[config.mk]
export PLATFORM = sky130hd
export DESIGN_NAME = s2c_call_arbiter
export DESIGN_NICKNAME = d
export VERILOG_FILES = /design/src/rtl/s2c_call_arbiter.sv
export SDC_FILE = /design/constraint.sdc
export NUM_CORES = 1
export LEC_CHECK = 0
export CAP_MARGIN = 20
export CELL_PAD_IN_SITES_DETAIL_PLACEMENT = 1
export CELL_PAD_IN_SITES_GLOBAL_PLACEMENT = 1
export CORE_AREA = 2 2 364 366
export CTS_CLUSTER_DIAMETER = 40
export DETAILED_ROUTE_END_ITERATION = 10
export DIE_AREA = 0 0 366 368
export DONT_BUFFER_PORTS = 1
export GPL_ROUTABILITY_DRIVEN = 0
export PLACE_DENSITY_LB_ADDON = 0.1
export SYNTH_ARGS = -nofsm -noshare
export SYNTH_HDL_FRONTEND = slang
export SYNTH_SLANG_ARGS = --single-unit
export TNS_END_PERCENT = 30
[constraint.sdc]
create_clock -name clk -period 2.3 [get_ports clk]
set_input_delay 0.46 -clock clk [delete_from_list [all_inputs] [get_ports clk]]
set_output_delay 0.46 -clock clk [all_outputs]
set_load 0.005 [all_outputs]
[src/rtl/s2c_call_arbiter.sv]
// s2c_call_arbiter: round-robin arbiter serialising setup/call/check_end transactions onto the single s2c channel.
// Optional response timeout is compiled in when S2C_CALL_ARBITER_TIMEOUT_EN is defined.
module s2c_call_arbiter #(
    parameter int unsigned NUM_REQ        = 4,
    parameter int unsigned DATA_SIZE      = 8,
    parameter int unsigned TIMEOUT_CYCLES = 1024
) (
    input  logic                      clk,
    input  logic                      rst_n,
    input  logic [NUM_REQ-1:0]        req_valid,
    output logic [NUM_REQ-1:0]        req_ready,
    input  logic [2*NUM_REQ-1:0]      req_kind,
    input  logic [32*NUM_REQ-1:0]     req_id,
    input  logic [32*NUM_REQ-1:0]     req_fn,
    output logic [NUM_REQ-1:0]        rsp_valid,
    input  logic [NUM_REQ-1:0]        rsp_ready,
    output logic [31:0]               rsp_ret,
    output logic [32*DATA_SIZE-1:0]   rsp_data,
    output logic                      ch_req_valid,
    input  logic                      ch_req_ready,
    output logic [1:0]                ch_kind,
    output logic [31:0]               ch_id,
    output logic [31:0]               ch_fn,
    input  logic                      ch_rsp_valid,
    input  logic [31:0]               ch_ret,
    input  logic [32*DATA_SIZE-1:0]   ch_data
);

    localparam int unsigned GW       = (NUM_REQ > 1) ? $clog2(NUM_REQ) : 1;
    localparam int unsigned DW       = 32 * DATA_SIZE;
    localparam logic [GW:0]   NREQ_W   = (GW+1)'(NUM_REQ);
    localparam logic [GW-1:0] LAST_IDX = GW'(NUM_REQ - 1);
    localparam logic [1:0]  KIND_CALL = 2'd1;
    localparam logic [1:0]  KIND_END  = 2'd2;
    localparam logic [1:0]  KIND_RSVD = 2'd3;
    localparam logic [31:0] RET_RSVD  = 32'hFFFF_FFFE;

    typedef enum logic [1:0] {
        ST_IDLE,
        ST_ISSUE,
        ST_WAIT,
        ST_RETURN
    } state_t;

    state_t              state_q, state_d;
    logic [GW-1:0]       ptr_q, ptr_d;
    logic [GW-1:0]       gnt_q, gnt_d;
    logic [1:0]          kind_q, kind_d;
    logic [31:0]         id_q, id_d;
    logic [31:0]         fn_q, fn_d;
    logic [NUM_REQ-1:0]  req_ready_q, req_ready_d;
    logic                ch_req_valid_q, ch_req_valid_d;
    logic [NUM_REQ-1:0]  rsp_valid_q, rsp_valid_d;
    logic [31:0]         rsp_ret_q, rsp_ret_d;
    logic [DW-1:0]       rsp_data_q, rsp_data_d;
`ifdef S2C_CALL_ARBITER_TIMEOUT_EN
    localparam logic [31:0] TMO_LAST = 32'(TIMEOUT_CYCLES - 1);
    localparam logic [31:0] RET_TMO  = 32'hFFFF_FFFF;
    logic [31:0]         cnt_q, cnt_d;
`endif

    logic [1:0]          kind_a [NUM_REQ];
    logic [31:0]         id_a   [NUM_REQ];
    logic [31:0]         fn_a   [NUM_REQ];
    logic                any_valid;
    logic [GW-1:0]       pick;
    logic [GW:0]         cand_w;
    logic [GW-1:0]       cand;
    logic [NUM_REQ-1:0]  pick_oh;
    logic [NUM_REQ-1:0]  gnt_oh;

    for (genvar i = 0; i < NUM_REQ; i++) begin : g_unpack
        assign kind_a[i] = req_kind[2*i +: 2];
        assign id_a[i]   = req_id[32*i +: 32];
        assign fn_a[i]   = req_fn[32*i +: 32];
    end

    // First valid requester at or after the pointer, wrapping past the last index.
    always_comb begin
        any_valid = 1'b0;
        pick      = '0;
        cand_w    = '0;
        cand      = '0;
        for (int unsigned i = 0; i < NUM_REQ; i++) begin
            cand_w = {1'b0, ptr_q} + (GW+1)'(i);
            if (cand_w >= NREQ_W) begin
                cand_w = cand_w - NREQ_W;
            end
            cand = cand_w[GW-1:0];
            if (!any_valid && req_valid[cand]) begin
                any_valid = 1'b1;
                pick      = cand;
            end
        end
    end

    always_comb begin
        pick_oh       = '0;
        pick_oh[pick] = 1'b1;
        gnt_oh        = '0;
        gnt_oh[gnt_q] = 1'b1;
    end

    always_comb begin
        state_d        = state_q;
        ptr_d          = ptr_q;
        gnt_d          = gnt_q;
        kind_d         = kind_q;
        id_d           = id_q;
        fn_d           = fn_q;
        req_ready_d    = '0;
        ch_req_valid_d = 1'b0;
        rsp_valid_d    = rsp_valid_q;
        rsp_ret_d      = rsp_ret_q;
        rsp_data_d     = rsp_data_q;
`ifdef S2C_CALL_ARBITER_TIMEOUT_EN
        cnt_d          = cnt_q;
`endif
        case (state_q)
            ST_IDLE: begin
                if (any_valid) begin
                    gnt_d       = pick;
                    req_ready_d = pick_oh;
                    kind_d      = kind_a[pick];
                    if (kind_a[pick] == KIND_END) begin
                        id_d = '0;
                        fn_d = 32'd2;
                    end else begin
                        id_d = id_a[pick];
                        fn_d = fn_a[pick];
                    end
                    if (kind_a[pick] == KIND_RSVD) begin
                        rsp_ret_d   = RET_RSVD;
                        rsp_data_d  = '0;
                        rsp_valid_d = pick_oh;
                        state_d     = ST_RETURN;
                    end else begin
                        state_d = ST_ISSUE;
                    end
                end
            end
            ST_ISSUE: begin
                // ch_req_valid rises one cycle into ISSUE, giving the 2-cycle request latency.
                if (ch_req_valid_q && ch_req_ready) begin
                    state_d = ST_WAIT;
`ifdef S2C_CALL_ARBITER_TIMEOUT_EN
                    cnt_d   = '0;
`endif
                end else begin
                    ch_req_valid_d = 1'b1;
                end
            end
            ST_WAIT: begin
`ifdef S2C_CALL_ARBITER_TIMEOUT_EN
                cnt_d = cnt_q + 32'd1;
`endif
                if (ch_rsp_valid) begin
                    rsp_ret_d   = ch_ret;
                    rsp_data_d  = (kind_q == KIND_CALL) ? ch_data : '0;
                    rsp_valid_d = gnt_oh;
                    state_d     = ST_RETURN;
                end
`ifdef S2C_CALL_ARBITER_TIMEOUT_EN
                else if (cnt_q == TMO_LAST) begin
                    rsp_ret_d   = RET_TMO;
                    rsp_data_d  = '0;
                    rsp_valid_d = gnt_oh;
                    state_d     = ST_RETURN;
                end
`endif
            end
            ST_RETURN: begin
                if (rsp_ready[gnt_q]) begin
                    rsp_valid_d = '0;
                    state_d     = ST_IDLE;
                    ptr_d       = (gnt_q == LAST_IDX) ? '0 : gnt_q + 1'b1;
                end
            end
            default: begin
                state_d = ST_IDLE;
            end
        endcase
    end

    always_ff @(posedge clk or negedge rst_n) begin
        if (!rst_n) begin
            state_q        <= ST_IDLE;
            ptr_q          <= '0;
            gnt_q          <= '0;
            kind_q         <= '0;
            id_q           <= '0;
            fn_q           <= '0;
            req_ready_q    <= '0;
            ch_req_valid_q <= 1'b0;
            rsp_valid_q    <= '0;
            rsp_ret_q      <= '0;
            rsp_data_q     <= '0;
`ifdef S2C_CALL_ARBITER_TIMEOUT_EN
            cnt_q          <= '0;
`endif
        end else begin
            state_q        <= state_d;
            ptr_q          <= ptr_d;
            gnt_q          <= gnt_d;
            kind_q         <= kind_d;
            id_q           <= id_d;
            fn_q           <= fn_d;
            req_ready_q    <= req_ready_d;
            ch_req_valid_q <= ch_req_valid_d;
            rsp_valid_q    <= rsp_valid_d;
            rsp_ret_q      <= rsp_ret_d;
            rsp_data_q     <= rsp_data_d;
`ifdef S2C_CALL_ARBITER_TIMEOUT_EN
            cnt_q          <= cnt_d;
`endif
        end
    end

    assign req_ready    = req_ready_q;
    assign rsp_valid    = rsp_valid_q;
    assign rsp_ret      = rsp_ret_q;
    assign rsp_data     = rsp_data_q;
    assign ch_req_valid = ch_req_valid_q;
    assign ch_kind      = kind_q;
    assign ch_id        = id_q;
    assign ch_fn        = fn_q;

endmodule

# Yosys cells after proc, flatten, opt, wreduce, memory -nomap -nowiden
# Cells that the tools add are included.
word_totals:
  register_bits: 369
  output_inout_bits: 363
  word_cells: 124
classes:
  mux: 62
  n_addsub: 8
  n_bitwise: 1
  n_reduce_logical: 17
  magnitude_cmp: 13
  n_eq_ne: 12
op_table:
  columns: ["op", "n"]
  rows:
  - ["$mux 256", 4]
  - ["$pmux 256 s2", 1]
  - ["$mux 32", 9]
  - ["$bmux 32 s2", 2]
  - ["$pmux 32 s2", 1]
  - ["$mux 2", 16]
  - ["$mux 4", 6]
  - ["$lt 2x3->1 const B", 6]
  - ["$mux 1", 13]
  - ["$ge 3x3->1 const B", 4]
  - ["$pmux 4 s3", 1]
  - ["$bmux 1 s2", 5]
  - ["$eq 2x2->1 const B", 5]
  - ["$ne 2x2->1 const B", 5]
  - ["$pmux 2 s4", 1]
  - ["$reduce_and 4->1", 2]
  - ["$sub 2x1->2 const B", 4]
  - ["$add 2x2->3 const B", 2]
  - ["$logic_and 1x1->1", 6]
  - ["$reduce_and 5->1", 1]
  - ["$bmux 2 s2", 1]
  - ["$demux 1 s2", 2]
  - ["$eq 2x1->1 const B", 2]
  - ["$ge 2x1->1 const B", 2]
  - ["other kinds (9)", 12]

# Logic depth before layout (Yosys ltp)
# Gate-level depths: netlist (run 1).
depth:
  depth_word: 22
  ltp_mapped: 10
  ltp_nobuf: 7

# Least setup slack after synthesis (run 1)
# No wires, ideal clock.
synth_timing:
  kind: "in2reg"
  startpoint: "in req_valid[2]"
  endpoint: "reg rsp_data_q[215], in the netlist rsp_data[215]"
  cell_stages: 10
  path_slack_ns: -0.040
  n_path_buf: 3
  setup_time_ns: 0.122
  t_arrival_ns: 2.219
  required_ns: 2.178
  path_cell_list: "buf_2 > mux2i_1 > o2bb2ai_1 > o21ai_0 > nand3_1 > and4_1 > nand3_2 > buf_2 > buf_2 > a32o_1"
synth_between:
  elab_chain_len: 19
synth_lines:
  columns: ["item", "line", "rtl"]
  rows:
  - ["start, declared", "10", "input logic [NUM_REQ-1:0] req_valid,"]
  - ["$bmux 1 s2", "90", "if (!any_valid && req_valid[cand]) begin"]
  - ["$mux 1 (not written as such)", "90", null]
  - ["$mux 1", "90", null]
  - ["$logic_not 1->1", "90", null]
  - ["$logic_and 1x1->1", "90", null]
  - ["$mux 1", "90", null]
  - ["$logic_not 1->1", "90", null]
  - ["$logic_and 1x1->1", "90", null]
  - ["[... 2 more ...]", null, null]
  - ["$logic_and 1x1->1", "90", null]
  - ["$mux 2", "90", null]
  - ["$not 2->3 (not written as such)", "132", "if (kind_a[pick] == KIND_RSVD) begin"]
  - ["$bmux 2 s2", "132", null]
  - ["$mux 2 (not written as such) (2 in a row)", "132", null]
  - ["$eq 2x2->1", "132", null]
  - ["$ne 2x2->1 (no source line)", null, null]
  - ["$reduce_and 4->1 (no source line) (*)", null, null]
  - ["end signal, assigned", "212", "rsp_data_q <= rsp_data_d;"]
  - ["end, declared", "55", "logic [DW-1:0] rsp_data_q, rsp_data_d;"]
# Mark *: on every way between the ends. The rest lies on a longest branch, timed or not. The select of a mux whose other input is x is not followed.
# A chain may end at the register's enable or synchronous reset.

# Worst setup path after layout (run 1)
layout_timing:
  startpoint: "reg ptr_q[1]"
  endpoint: "reg rsp_data_q[230], in the netlist rsp_data[230]"
layout_between:
  elab_chain_len: 21
layout_lines:
  columns: ["item", "line", "rtl"]
  rows:
  - ["start, declared", "46", "logic [GW-1:0] ptr_q, ptr_d;"]
  - ["start signal, assigned", "203", "ptr_q <= ptr_d;"]
  - ["branches (longest 20 deep; another with $add 2x1->3)", null, null]
  - ["$reduce_and 4->1 (no source line) (*)", null, null]
# Every way passes the cells marked *. The select of a mux whose other input is x is not followed.

==> impl_metrics.csv, run 1 <==
group,metric,value,unit
final_layout,area_growth,58.57,%
sta,hold_viol,369,
placement,pre_cts_slack,-0.3482,ns
worst_setup_path,slowest_stage,"dfrtp_2",
worst_setup_path,arrival,3.05,ns
floorplan,rows,133,
clock_network,numCtsBuffers,95,
clock_network,cts_tree,"done",
routing,drcViolationCount,0,
final_layout,nets,2459,
final_layout,design_area,26850,µm²
routing,drt_iter0_drc,612,
clock_network,worstSkewPairLatency,0.70,ns
floorplan,die-height,368,µm
synth,synthFlopType,"dfrtp_1",
floorplan,fp.coreArea,130800,µm²
final_layout,layout_common_cells,"dfrtp_1, dlygate4sd3_1, a32o_1",
final_layout,nFillCells,14790,
synth,synth_edf_count,0,
floorplan,die_x,366,µm
clock_network,clkSinkCount,369,
clock_network,clockRootBuffer,"clkbuf_16",
pwr,seqPwrFrac,0.336,
flow_run,cap_violations,0,
worst_setup_path,r2r_start,"ptr_q[1]",
routing,ant_nets,0,
worst_setup_path,required,2.83,ns
worst_setup_path,cp-startpoint,"ptr_q[1]",
placement,post-dp-hpwl,59.57,mm
routing,via_per_inst,3.939,
global_route,first_global_vias,16700,
floorplan,initial_core_util,0.1295,
clock_network,clock_path_buffers,3,
pwr,p_per_area,1475,nW/µm²
worst_setup_path,cpPeakStageDelay,0.43,ns
sta,final.setup_skew,0.06512,ns
final_layout,layout-drive-gt1-share,0.1814,
global_route,antenna_found_initial,8,
clock_network,cts.clk_slew.worst_paths,0.05,ns
synth,ys_warn_count,0,
global_route,grt_max_degree,370,
placement,portBuffers,0,
pwr,p_sw_frac,0.3690,
pwr,intPower,24.99,mW
pwr,combPwrFrac,0.310,
floorplan,die_area,134700,µm²
synth,ys_ff_latch,369,
run_status,status,"finished, violations left",
sta,tightest_slew,1.444,ns
worst_setup_path,criticalPathCategory,"register to register",
sta,fin_crit,2.519,ns
sta,setup_ws,-0.2193,ns
sta,slew_violations,0,
global_route,grt_pass1_wl,122.2,mm
worst_setup_path,cp-start-kind,"register",
routing,drtPass1Iterations,4,
pwr,ir_worst_vdd,0.5624,mV
pwr,p_sw,14.62,mW
floorplan,pin_count,927,
synth,avgSynthCellArea,11.19,µm²
routing,vias,14670,
synth,postSynthCellCount,1514,
clock_network,htree_levels,3,
sta,hold_ws,-0.5030,ns
synth,synth_nets,2087,
worst_setup_path,crit_fanout,8,
worst_setup_path,endpoint_kind,"register",
pwr,clkPwrFrac,0.354,
final_layout,final_common_cell,"dfrtp_1",
global_route,grt_util_all_layers,0.1233,
placement,dpl_cell_area,19570,µm²
run_status,violations,"hold timing, setup timing",
worst_setup_path,r2r_slack,-0.22,ns
global_route,gr-total-overflow,0,
routing,routed_wl,85.93,mm
sta,slew-limit-headroom,0.03723,
sta,grt_setup_unrepaired,"true",
sta,fmax,0.3969,GHz
routing,routedWlPerCell,23.07,µm
sta,period_share,1.095,
clock_network,cts_hold_buffers,293,
worst_setup_path,crit_chain,"buf_6 > a21oi_2 > o21a_1 > buf_6 > o22ai_4 > nand3_2 > nand4_4 > o31ai_4 > buf_12 > buf_12 > buf_16 > buf_16 > a32o_1",
pwr,p_leak,11.59,nW
sta,setup_viol,347,
synth,synth.distinct_cells,45,
synth,synth_area,16930,µm²
synth,ys_async_sr_fraction,1.000,
min_path,hold_path.class,"primary input to asynchronous set/reset pin",
synth,seq_area_frac_synth,0.5453,
## routing by layer
metal  up-vias  track usage  wire length [µm]
met4         4      0.05279              3057
met2       692       0.2182             43650
met1      7319       0.1249             30260
li1       6503            -                 -
met5         -            0                23
met3       156      0.05562              8945
## worst max-delay path, delay by kind of cell, from the launching register on
kind / cells / cell delay (ns)
flip-flops: 1 / 0.43
buffers and inverters: 6 / 0.83
AND/OR/NAND/NOR: 2 / 0.28
AO/OA/AOI/OAI: 5 / 0.79
## flip-flops by register name (all words and copies together), names as in the netlist
signal        count
state_q           2
ch_kind           2
rsp_ret          32
ch_req_valid      1
rsp_valid         4
req_ready         4
ptr_q             2
rsp_data        256
gnt_q             2
ch_id            32
ch_fn            32
## final timing paths
path	endpoint	cells after the start
worst max-delay path	rsp_data[230]	13
worst min-delay path	ch_fn[13]	0
max in group asynchronous	rsp_data[136]	0
min in group clk	rsp_ret[21]	2
worst min register to register	ch_id[10]	2
worst max register to register	rsp_data[230]	13
## cells in the mapped netlist, types with 2 or more instances
cell      count  area, µm²
buf_2        50      250.2
nand2_1     209      784.5
nand2b_1      5      31.28
and3_1        2      12.51
a21oi_1       9      45.04
ha_1          9      112.6
clkbuf_1     82      307.8
o221ai_1      2      17.52
buf_4         7      52.55
buf_6        21      236.5
inv_1        40      150.1
o31ai_1       5      37.54
a221oi_1     31      271.5
nand3_1     108      540.5
nor2_1       44      165.2
o21ai_0     106      530.5
mux2i_1     129       1291
mux2_2        5      56.30
dfrtp_1     369       9234
a32o_1      256       2562
## repair_timing
action / 4_1_cts / 5_1_grt
setup buffers: 14 / 1
resized for setup: 64 / 82
gates cloned: 8 / 6
pin swaps: 25 / 15
hold endpoints to repair: 660 / 369
endpoints found under the setup margin: 357 / 356
## power by group through the flow
stage / clock network [mW] / logic (mW) / registers (mW)
after floorplan: 0 / 7.49 / 11.6
final: 14.0 / 12.3 / 13.3
after CTS: 14.5 / 12.3 / 13.5
after global routing: 14.9 / 13.6 / 13.8
after detailed placement: 0 / 11.0 / 13.6
after global placement: 0 / 10.7 / 13.7
## layout make-up
class,count,area (µm²),share of cell area
clock inverters,50,734.5,0.02735
repair buffers,435,4891,0.1821
clock buffers,124,2646,0.09855
diodes,7,17.52,0.0006523
flip-flops and latches,369,9236,0.3440
inverters,40,150.1,0.005591
multi-input cells,945,6982,0.2600
well taps,1755,2196,0.08177
## logic make-up after synthesis
group / share of synthesized area
AO/OA/AOI/OAI: 0.2134
AND/OR/NAND/NOR: 0.09494
flip-flops: 0.5453
buffers and inverters: 0.05888
multiplexers: 0.08090
adder cells (fa/ha/maj): 0.006650
## stage by stage
step	utilization	instances	total power, mW	TNS, ns
after floorplan	-	1514	19.12	-1.166
after global placement	0.1496	3222	24.40	-67.38
after detailed placement	0.1496	3222	24.56	-93.24
after CTS	0.2029	3711	40.29	-62.56
after global routing	0.2052	3722	42.33	-87.92
final	0.2053	3725	39.61	-46.55
Note: power is estimated with default switching activity, not from simulation.
==> run 2, diff against run 1 <==
--- a/config.mk
+++ b/config.mk
@@ -5,15 +5,17 @@
 export SDC_FILE = /design/constraint.sdc
 export NUM_CORES = 1
 export LEC_CHECK = 0
+export ABC_CLOCK_PERIOD_IN_PS = 2300
 export CAP_MARGIN = 20
 export CELL_PAD_IN_SITES_DETAIL_PLACEMENT = 1
 export CELL_PAD_IN_SITES_GLOBAL_PLACEMENT = 1
-export CORE_AREA = 2 2 364 366
+export CORE_AREA = 2 2 356 358
 export CTS_CLUSTER_DIAMETER = 40
 export DETAILED_ROUTE_END_ITERATION = 10
-export DIE_AREA = 0 0 366 368
+export DIE_AREA = 0 0 358 360
 export DONT_BUFFER_PORTS = 1
 export GPL_ROUTABILITY_DRIVEN = 0
+export GPL_TIMING_DRIVEN = 0
 export PLACE_DENSITY_LB_ADDON = 0.1
 export SYNTH_ARGS = -nofsm -noshare
 export SYNTH_HDL_FRONTEND = slang
==> run 2 against run 1 <==
Net effect:
- the run still ends with hold timing, setup timing left
- wire length grew 14%
- worst setup slack gained 0.045 ns
- clock skew down 0.015 ns
- critical path type unchanged
- highest routed layer unchanged
- clock power fell by 5%
- sequential power up 3%
- critical path depth decreased by 3
- largest power group is now sequential cells
- die area decreased by 4.3%
- final area shrank 1.2%
- register-to-register slack improved by 0.04 ns
- global-route usage up 2.3 points
==> impl_metrics.csv, run 2 (same netlist as run 1, synthesis figures left out) <==
group,metric,value,unit
run_status,status,"finished, violations left",
run_status,violations,"hold timing, setup timing",
global_route,grt_pass1_wl,133.7,mm
sta,setup_ws,-0.1747,ns
clock_network,cts.clk_slew.worst_paths,0.04,ns
worst_setup_path,arrival,3.01,ns
final_layout,largest_register_ffs,256,
global_route,gr-total-overflow,0,
placement,post-dp-hpwl,76.09,mm
worst_setup_path,cp-start-kind,"register",
clock_network,worstSkewPairLatency,0.69,ns
worst_setup_path,cp-startpoint,"ptr_q[1]",
floorplan,initial_core_util,0.1356,
floorplan,die_x,358,µm
routing,drtPass1Iterations,4,
pwr,power,39.71,mW
min_path,hold_path.class,"primary input to asynchronous set/reset pin",
routing,routed_wl,97.71,mm
floorplan,die_area,128900,µm²
floorplan,fp.coreArea,124900,µm²
worst_setup_path,required,2.84,ns
sta,hold_ws,-0.5015,ns
sta,grt_setup_unrepaired,"true",
sta,period_share,1.076,
worst_setup_path,cpPeakStageDelay,0.41,ns
clock_network,clockRootBuffer,"clkbuf_16",
pwr,ir_worst_vdd,0.5772,mV
sta,fmax,0.4041,GHz
worst_setup_path,crit_fanout,10,
sta,tightest_slew,1.231,ns
clock_network,numCtsBuffers,93,
sta,slew-limit-headroom,0.1795,
global_route,grt_use_met2,0.2498,
clock_network,cts_hold_buffers,289,
pwr,p_leak,11.38,nW
final_layout,layout_common_cells,"dfrtp_1, dlygate4sd3_1, a32o_1",
clock_network,clock_path_buffers,3,
global_route,grtUsageMet3,0.05100,
floorplan,rows,130,
worst_setup_path,slowest_stage,"dfrtp_2",
global_route,use_met1,0.1650,
flow_run,cap_violations,0,
final_layout,area_growth,56.73,%
final_layout,nets,2490,
worst_setup_path,crit_chain,"mux2i_4 > a2bb2oi_4 > nand3_2 > nand3_4 > and4_4 > nand3_4 > buf_12 > buf_12 > buf_6 > a32o_1",
worst_setup_path,r2r_cells,10,
placement,portBuffers,0,
worst_setup_path,endpoint_kind,"register",
sta,setup_viol,284,
routing,drt_iter0_drc,905,
placement,pre_cts_slack,-1.273,ns
routing,ant_nets,0,
final_layout,nFillCells,14070,
final_layout,final_common_cell,"dfrtp_1",
sta,slew_violations,0,
routing,vias,15290,
sta,fin_crit,2.475,ns
global_route,grt_max_degree,370,
global_route,grt_util_all_layers,0.1458,
routing,routedWlPerCell,26.79,µm
final_layout,layoutNonFillerInstCount,3648,
worst_setup_path,criticalPathCategory,"register to register",
global_route,top_usage_layer,"met2",
final_layout,layout-drive-gt1-share,0.2010,
clock_network,cts_tree,"done",
sta,final.setup_skew,0.05034,ns
floorplan,pin_count,927,
sta,fin_setup_tns,-33.40,ns
floorplan,die-height,360,µm
clock_network,htree_levels,3,
worst_setup_path,endpoint,"rsp_data[209]",
global_route,antenna_found_initial,15,
worst_setup_path,r2r_end,"rsp_data[209]",
placement,dpl.cell_count,3166,
worst_setup_path,r2r_slack,-0.17,ns
worst_setup_path,r2r_start,"ptr_q[1]",
global_route,first_global_vias,16870,
routing,drcViolationCount,0,
routing,via_per_inst,4.191,
sta,hold_viol,369,
clock_network,clkSinkCount,369,
pwr,p_per_area,1496,nW/µm²
-- run 2: worst max-delay path, delay by kind of cell (launching register included) --
kind                   cells  cell delay, ns
AOI/OAI and AO/OA          2            0.50
buffers and inverters      3            0.47
muxes                      1            0.32
DFF                        1            0.41
and+or+nand+nor            4            0.62
-- run 2: power breakdown --
group	internal [mW]	switching, mW	total, mW	leakage, nW
Sequential	9.68	4.04	13.7	4.88
Combinational	5.71	7.02	12.7	4.93
Clock	8.89	4.38	13.3	1.57
Total	24.3	15.4	39.7	11.4
-- run 2: worst min path at each step --
| stage | from | endpoint | slack [ns] | depth (start not counted) |
|---|---|---|---|---|
| floorplan | rst_n | ch_fn[0] | 0.16 | 0 |
| finish | rst_n | ch_fn[24] | -0.50 | 0 |
| global placement | rst_n | ch_fn[24] | 0.18 | 0 |
| CTS | rst_n | ch_fn[24] | -0.58 | 0 |
| global route | rst_n | ch_fn[24] | -0.55 | 0 |
| detailed placement | rst_n | ch_fn[24] | 0.18 | 0 |
-- run 2: area by class of cell --
cell class	count	area, µm²	area share
flip-flops and latches	369	9235	0.3479
multi-input cells	945	7277	0.2742
repair buffers	309	3188	0.1201
clock buffers	127	2635	0.09928
well taps	1650	2064	0.07778
plain buffers	159	1414	0.05327
clock inverters	41	558.0	0.02102
inverters	40	150.1	0.005657
diodes	8	20.02	0.0007543
-- run 2: through the flow --
stage | area (µm²) | utilization
floorplan | 17000 | -
global placement | 19060 | 0.1526
detailed placement | 19090 | 0.1528
CTS | 26300 | 0.2105
global route | 26530 | 0.2124
finish | 26540 | 0.2125
-- run 2: metal layers --
layer / part of all wire / up-vias
met2: 0.49 / 670
met1: 0.39 / 7875
met5: 0.00062 / -
met4: 0.030 / 10
met3: 0.088 / 140
li1: - / 6594
-- run 2: timing repair --
item | in CTS | in global routing
setup endpoints to repair | 363 | 358
buffers inserted | 11 | 2
cloned | 5 | 0
gates resized for setup | 244 | 107
endpoints found under the hold margin | 658 | 369
pin swaps | 20 | 5
==> run 3, diff against run 2 <==
--- a/config.mk
+++ b/config.mk
@@ -16,7 +16,9 @@
 export DONT_BUFFER_PORTS = 1
 export GPL_ROUTABILITY_DRIVEN = 0
 export GPL_TIMING_DRIVEN = 0
+export HOLD_SLACK_MARGIN = 0.12
 export PLACE_DENSITY_LB_ADDON = 0.1
+export SKIP_CTS_REPAIR_TIMING = 1
 export SYNTH_ARGS = -nofsm -noshare
 export SYNTH_HDL_FRONTEND = slang
 export SYNTH_SLANG_ARGS = --single-unit
==> run 3 against run 2 <==
Net effect:
- the run ends with hold timing, slew limit, setup timing left
- wire length up 0.66%
- register-to-register slack worse by 0.06 ns
- clock-buffer cell count unchanged
- flip-flop and latch count unchanged
- core utilization down 0.19 points
- largest power group unchanged
==> impl_metrics.csv, run 3 (same netlist as run 1, synthesis figures left out) <==
group,metric,value,unit
final_layout,layout_common_cells,"dfrtp_1, dlygate4sd3_1, a32o_1",
sta,fin_crit,2.536,ns
global_route,grt_max_degree,370,
worst_setup_path,crit_fanout,7,
routing,drt_iter0_drc,900,
pwr,intPower,24.01,mW
pwr,ir_worst_vdd,0.5755,mV
global_route,antenna_found_initial,15,
final_layout,area_growth,55.30,%
clock_network,cts.clk_slew.worst_paths,0.04,ns
sta,hold_ws,-0.5007,ns
clock_network,numCtsBuffers,93,
floorplan,die_x,358,µm
sta,fin_setup_tns,-54.91,ns
floorplan,die-height,360,µm
floorplan,initial_core_util,0.1356,
run_status,status,"finished, violations left",
worst_setup_path,r2r_start,"ptr_q[1]",
run_status,violations,"hold timing, slew limit, setup timing",
sta,slew-limit-headroom,-0.8170,
sta,setup_viol,354,
clock_network,clkSinkCount,369,
pwr,p_sw,15.36,mW
global_route,first_global_vias,15270,
placement,post-dp-hpwl,76.09,mm
final_layout,final_common_cell,"dfrtp_1",
placement,pre_cts_slack,-1.273,ns
sta,grt_setup_unrepaired,"true",
routing,via_per_inst,4.184,
clock_network,clockRootBuffer,"clkbuf_16",
sta,tightest_slew,2.725,ns
routing,routedWlPerCell,26.91,µm
worst_setup_path,criticalPathCategory,"register to register",
global_route,grt_util_all_layers,0.1427,
routing,drtPass1Iterations,5,
routing,routed_wl,98.36,mm
floorplan,rows,130,
routing,ant_nets,0,
global_route,grt_pass1_wl,128.8,mm
placement,dpl_cell_area,19090,µm²
flow_run,cap_violations,0,
final_layout,nFillCells,14090,
sta,slew_violations,245,
pwr,p_sw_frac,0.3901,
sta,final.setup_skew,0.05225,ns
pwr,power,39.37,mW
worst_setup_path,r2r_cells,10,
clock_network,cts_tree,"done",
sta,setup_ws,-0.2364,ns
final_layout,ff_latch_area,9235,µm²
clock_network,clock_path_buffers,3,
routing,drcViolationCount,0,
worst_setup_path,arrival,3.09,ns
pwr,combPwrFrac,0.314,
min_path,hold_path.class,"primary input to asynchronous set/reset pin",
pwr,p_leak,11.41,nW
pwr,seqPwrFrac,0.349,
worst_setup_path,endpoint_kind,"register",
floorplan,die_area,128900,µm²
placement,dpl.cell_count,3166,
final_layout,multiInputGateArea,7017,µm²
final_layout,design_area,26300,µm²
final_layout,layoutNonFillerInstCount,3655,
sta,period_share,1.103,
final_layout,nets,2495,
global_route,gr-total-overflow,0,
worst_setup_path,r2r_end,"rsp_data[170]",
floorplan,pin_count,927,
worst_setup_path,r2r_slack,-0.24,ns
routing,vias,15290,
pwr,clkPwrFrac,0.337,
pwr,p_per_area,1497,nW/µm²
sta,fmax,0.3943,GHz
clock_network,htree_levels,3,
worst_setup_path,cp-start-kind,"register",
placement,portBuffers,0,
final_layout,largest_register_ffs,256,
final_layout,final_util,0.2105,
sta,hold_viol,189,
clock_network,worstSkewPairLatency,0.70,ns
floorplan,fp.coreArea,124900,µm²
final_layout,layout-drive-gt1-share,0.1784,
worst_setup_path,required,2.85,ns
[run 3: cell count changes in the layout (fill, tap and decap cells not counted), sizes merged]
cell           delta
clkbuf           +17
buf              -13
diode             +2
clkdlybuf4s15     +1
[run 3: worst max path at each step]
stage	start	to	slack, ns	depth (start not counted)
6_report	ptr_q[1]	rsp_data[170]	-0.24	10
5_1_grt	ptr_q[1]	rsp_data[145]	-0.32	10
4_1_cts	state_q[0]	rsp_data[198]	-1.11	8
3_5_place_dp	ch_rsp_valid	rsp_data[198]	-1.27	7
3_3_place_gp	req_valid[0]	req_ready[0]	-1.60	5
2_1_floorplan	req_valid[2]	rsp_data[215]	-0.008	10
[run 3: routing by layer]
metal,vias up,part of all wire,track usage
met3,143,0.088,0.06063
met1,7841,0.39,0.1554
met2,698,0.50,0.2442
li1,6601,-,-
met5,-,0.00061,0
met4,10,0.028,0.05324
[run 3: final cells by class]
cell class                 count  area share
multi-input combinational    945      0.2668
antenna                       10   0.0009515
timing repair buffer         314      0.1262
inverter                      40    0.005709
tap                         1650     0.07850
clock buffer                 127      0.1002
sequential                   369      0.3511
buffer                       159     0.04929
clock inverter                41     0.02122
[run 3: critical path, cell delays in order (launching register included)]
cell,delay [ns]
dfrtp_2,0.42
mux2i_4,0.32
a2bb2oi_4,0.27
nand3_2,0.16
nand3_4,0.12
and4_4,0.28
nand3_4,0.08
buf_12,0.17
clkbuf_16,0.19
clkbuf_16,0.16
a32o_1,0.23
[run 3: power by group through the flow]
stage	logic [mW]	clock network (mW)	registers, mW
after floorplan	7.49	0	11.6
after global placement	10.6	0	14.0
after detailed placement	10.9	0	14.0
after CTS	10.9	13.7	13.9
after global routing	13.6	14.1	14.1
final	12.4	13.3	13.7
==> variant 1, RTL diff (config.mk and constraints of run 1) <==
`DATA_SIZE`: 8 -> 4.
--- a/src/rtl/s2c_call_arbiter.sv
+++ b/src/rtl/s2c_call_arbiter.sv
@@ -2,7 +2,7 @@
 // Optional response timeout is compiled in when S2C_CALL_ARBITER_TIMEOUT_EN is defined.
 module s2c_call_arbiter #(
     parameter int unsigned NUM_REQ        = 4,
-    parameter int unsigned DATA_SIZE      = 8,
+    parameter int unsigned DATA_SIZE      = 4,
     parameter int unsigned TIMEOUT_CYCLES = 1024
 ) (
     input  logic                      clk,
Ports: changed (resized ch_data and rsp_data); port bits go from 927 to 671. The function was not compared with the original's and may differ.
==> variant 1 against run 1 <==
  * Largest power group unchanged
  * Design area down 29%
  * Global-route usage down 3.8 points
  * Critical path type unchanged
  * Setup slack worse by 0.33 ns
  * Wire length down 30%
  * Largest cell class unchanged
  * The flow still finishes with violations (negative hold slack, negative setup slack)
  * Critical endpoint is now rsp_data[36]$_DFFE_PN0P_
  * Die area unchanged
  * Synthesized area is 30% lower
  * Sequential cell count down 128
  * Total power shrank 29%
  * Clock power fell by 20%
  * Via count down 29%
  * First-iteration DRC count shrank 45%
==> variant 1: results (changes against run 1) <==
| Metric | Value |
|---|---|
| Metal-1 WL | 22600 um (was 30300 um) |
| Net Switching | 10.4 mW (was 14.6 mW) |
| Clock skew | 0.0196 ns (was 0.0651 ns) |
| Status | finished, violations left (unchanged) |
| Hold_buf cts | 162 (was 293) |
| Power in the clock group | 11.2 mW (was 14.0 mW) |
| Post-Synth Adder-Cell Area | 0.953% (was 0.665%) |
| Setup ws final | -0.551 ns (was -0.219 ns) |
| Combinational Power | 8.82 mW (was 12.3 mW) |
| First-pass GRT wire length | 83800 um (was 122000 um) |
| Max IR drop VDD | 0.716 mV (was 0.562 mV) |
| TNS Setup | -74.39 ns (was -46.55 ns) |
| Dpl hpwl | 41100 um (was 59600 um) |
| Seq Cell Count | 241 (was 369) |
| # Post-CTS Setup Buffers | 0 (was 14) |
| Finish-stage setup viols | 228 (was 347) |
| Worst slew pin tran | 0.847 ns (was 1.44 ns) |
| CP Data Arrival Time | 3.41 ns (was 3.05 ns) |
| GRT Resource Usage Total | 8.52% (was 12.3%) |
| Leakage | 8.20 nW (was 11.6 nW) |
| Synth cell count leaders | 241 x dfrtp_1, 201 x nand2_1, 132 x mux2i_1 (was 369 x dfrtp_1, 256 x a32o_1, 209 x nand2_1) |
| Global-route met1 utilization | 9.26% (was 12.5%) |
| Synth Area in Compound Gates | 17.8% (was 21.3%) |
| Clock network area share | 14.4% (was 12.6%) |
| FF-to-FF path depth | 10 (was 13) |
| Layout clock buffer count | 112 (was 124) |
| Filler Cells Inserted | 15200 (was 14800) |
| Vias in the first global route | 11500 (was 16700) |
| Final hold vios | 241 (was 369) |
| Failing checks | negative hold slack, negative setup slack (unchanged) |
| CTS Buf Count | 79 (was 95) |
| Post_cts resized | 48 (was 64) |
| Placement Setup Slack | -0.788 ns (was -0.348 ns) |
| Post-Synthesis Cells | 1187 (was 1514) |
| Multi-input combinational area share | 28.5% (was 26.0%) |
| Cell Int Power | 17.8 mW (was 25.0 mW) |
| Met2 Usage GRT | 14.2% (was 21.8%) |
| Share of layout cells above drive strength 1 | 18.2% (was 18.1%) |
| Largest net degree at the start of global routing | 242 (was 370) |
| Seq/total area | 31.4% (was 34.4%) |
| Area post-placement | 14300 um2 (was 19600 um2) |
| Placed cells | 2897 (was 3222) |
| GR Layer Usage met3 | 3.56% (was 5.56%) |
| Worst Hold Slack | -0.481 ns (was -0.503 ns) |
| Met3 WL post-DR | 5700 um (was 8950 um) |
| Clk_lat worst skew | 0.64 ns (was 0.70 ns) |
| Synth unique cells | 37 (was 45) |
| Finished Core Util | 14.7% (was 20.5%) |
==> variant 1: critical path, cell delays in order (launching register included) <==
cell     delay, ns
dfrtp_1       0.38
mux2_4        0.30
a32o_2        0.26
nor2_4        0.16
mux2i_1       0.11
mux2_4        0.30
o31a_1        0.32
nor4b_4       0.27
buf_12        0.25
buf_12        0.21
a22o_1        0.15
==> variant 1: worst min path at each step <==
stage                from                         to  slack (ns)  depth (start not counted)
detailed placement  rst_n  rsp_data[111]$_DFFE_PN0P_        0.18                          0
floorplan           rst_n       ch_fn[0]$_DFFE_PN0P_        0.16                          0
global placement    rst_n    rsp_data[0]$_DFFE_PN0P_        0.18                          0
CTS                 rst_n  rsp_data[111]$_DFFE_PN0P_       -0.59                          0
global route        rst_n  rsp_data[119]$_DFFE_PN0P_       -0.56                          0
finish              rst_n  rsp_data[111]$_DFFE_PN0P_       -0.48                          0
==> variant 2, RTL diff (config.mk and constraints of run 1) <==
Made on the original files. Make the reset (`rst_n`) synchronous in one clocked block.
--- a/src/rtl/s2c_call_arbiter.sv
+++ b/src/rtl/s2c_call_arbiter.sv
@@ -182,7 +182,7 @@
         endcase
     end
 
-    always_ff @(posedge clk or negedge rst_n) begin
+    always_ff @(posedge clk) begin
         if (!rst_n) begin
             state_q        <= ST_IDLE;
             ptr_q          <= '0;
Formal check against the unedited RTL: differs if rst_n is asserted again (counterexample within 4 cycles, from zero or initial values and one cycle with rst_n low); with rst_n held inactive, the same outputs for 4 cycles.
==> variant 2 against run 1 <==
  * The flow finishes with violations (negative setup slack)
  * Total power down 13%
  * Synthesized area fell by 2.5%
  * Clock skew fell by 0.0033 ns
  * Clock power grew 10%
  * Critical path depth shrank 2
  * Sequential share of layout area decreased by 6.7 points
  * Wire length increased by 17%
  * Sequential cell count stayed put
  * Via count up 11%
  * Design area is 0.55% lower
  * Setup slack improved by 0.043 ns
==> variant 2: results (changes against run 1) <==
| Metric | Value |
|---|---|
| Post-synthesis mux area share | 16.3% (was 8.09%) |
| CP top delay family | multiplexers (was buffers and inverters) |
| Worst-path cell with the longest stage delay | dfxtp_4 (was dfrtp_2) |
| Slowest Stage Delay on Critical Path | 0.36 ns (was 0.43 ns) |
| Post-Synth Adder-Cell Area | 0.682% (was 0.665%) |
| FF-to-FF path depth | 11 (was 13) |
| First-pass GRT wire length | 137000 um (was 122000 um) |
| Synth unique cells | 41 (was 45) |
| Status | finished, violations left (unchanged) |
| Storage element area | 7390 um2 (was 9240 um2) |
| Multi-input combinational area share | 31.7% (was 26.0%) |
| Routed WL per cell | 24.0 um (was 23.1 um) |
| Multi-input combinational cell count | 1390 (was 945) |
| Layout non-clock buf frac | 17.7% (was 18.2%) |
| Synth Area in Compound Gates | 12.6% (was 21.3%) |
| Asr flop ratio synth | 0% (was 100%) |
| Reg2reg end | rsp_data[16]$_SDFFE_PN0P_ (was rsp_data[230]$_DFFE_PN0P_) |
| Combinational Power | 11.0 mW (was 12.3 mW) |
| First DRT Iteration DRCs | 558 (was 612) |
| Setup ws final | -0.177 ns (was -0.219 ns) |
| Vias in the first global route | 17900 (was 16700) |
| Top_reg_cell synth | dfxtp_1 (was dfrtp_1) |
| Nonclk buf count | 434 (was 435) |
| Filler Cells Inserted | 15200 (was 14800) |
| Synth cell count leaders | 646 x nand2_1, 369 x dfxtp_1, 264 x mux2i_1 (was 369 x dfrtp_1, 256 x a32o_1, 209 x nand2_1) |
| Initial antenna violation count | 49 (was 8) |
| Via count | 16300 (was 14700) |
| Finish-stage setup viols | 305 (was 347) |
| # diodes | 24 (was 7) |
| Worst slew pin tran | 0.981 ns (was 1.44 ns) |
| Area post-placement | 19200 um2 (was 19600 um2) |
| GRT Resource Usage Total | 14.1% (was 12.3%) |
| Area of the multi-input gates | 8460 um2 (was 6980 um2) |
| Max IR drop VDD | 0.606 mV (was 0.562 mV) |
| Failing checks | negative setup slack (was negative hold slack, negative setup slack) |
| Inverters | 41 (was 40) |
| CTS Buf Count | 100 (was 95) |
| Clock network area share | 13.9% (was 12.6%) |
| Clk pwr share | 44.8% (was 35.4%) |
| Dpl hpwl | 72800 um (was 59600 um) |
| Clock skew | 0.0618 ns (was 0.0651 ns) |
[variant 2: through the flow]
stage | setup slack, ns | cells | utilization [%] | hold slack [ns]
after floorplan | -0.173 | 1972 | - | 0.454
after global placement | -0.303 | 3672 | 14.7 | 0.468
after detailed placement | -0.360 | 3672 | 14.7 | 0.476
after CTS | -0.173 | 4166 | 20.1 | 0.00797
after global routing | -0.275 | 4196 | 20.4 | 0.0348
final | -0.177 | 4200 | 20.4 | 0.0830
[variant 2: metal layers]
layer	vias to the layer above	routed length, um	part of all wire, %	track usage [%]
met3	201	11300	11	7.23
met5	-	160	0.16	0
met1	7797	35100	35	13.8
met2	782	49700	49	24.3
met4	26	4450	4.4	7.27
li1	7495	-	-	-
[variant 2: timing repair]
item / CTS / global route
cloned: 3 / 8
endpoints found under the hold margin: 292 / 0
hold buffers: 298 / 0
resized for setup: 65 / 26
pin swaps: 29 / 13
buffers inserted: 7 / 6
endpoints found under the setup margin: 353 / 356
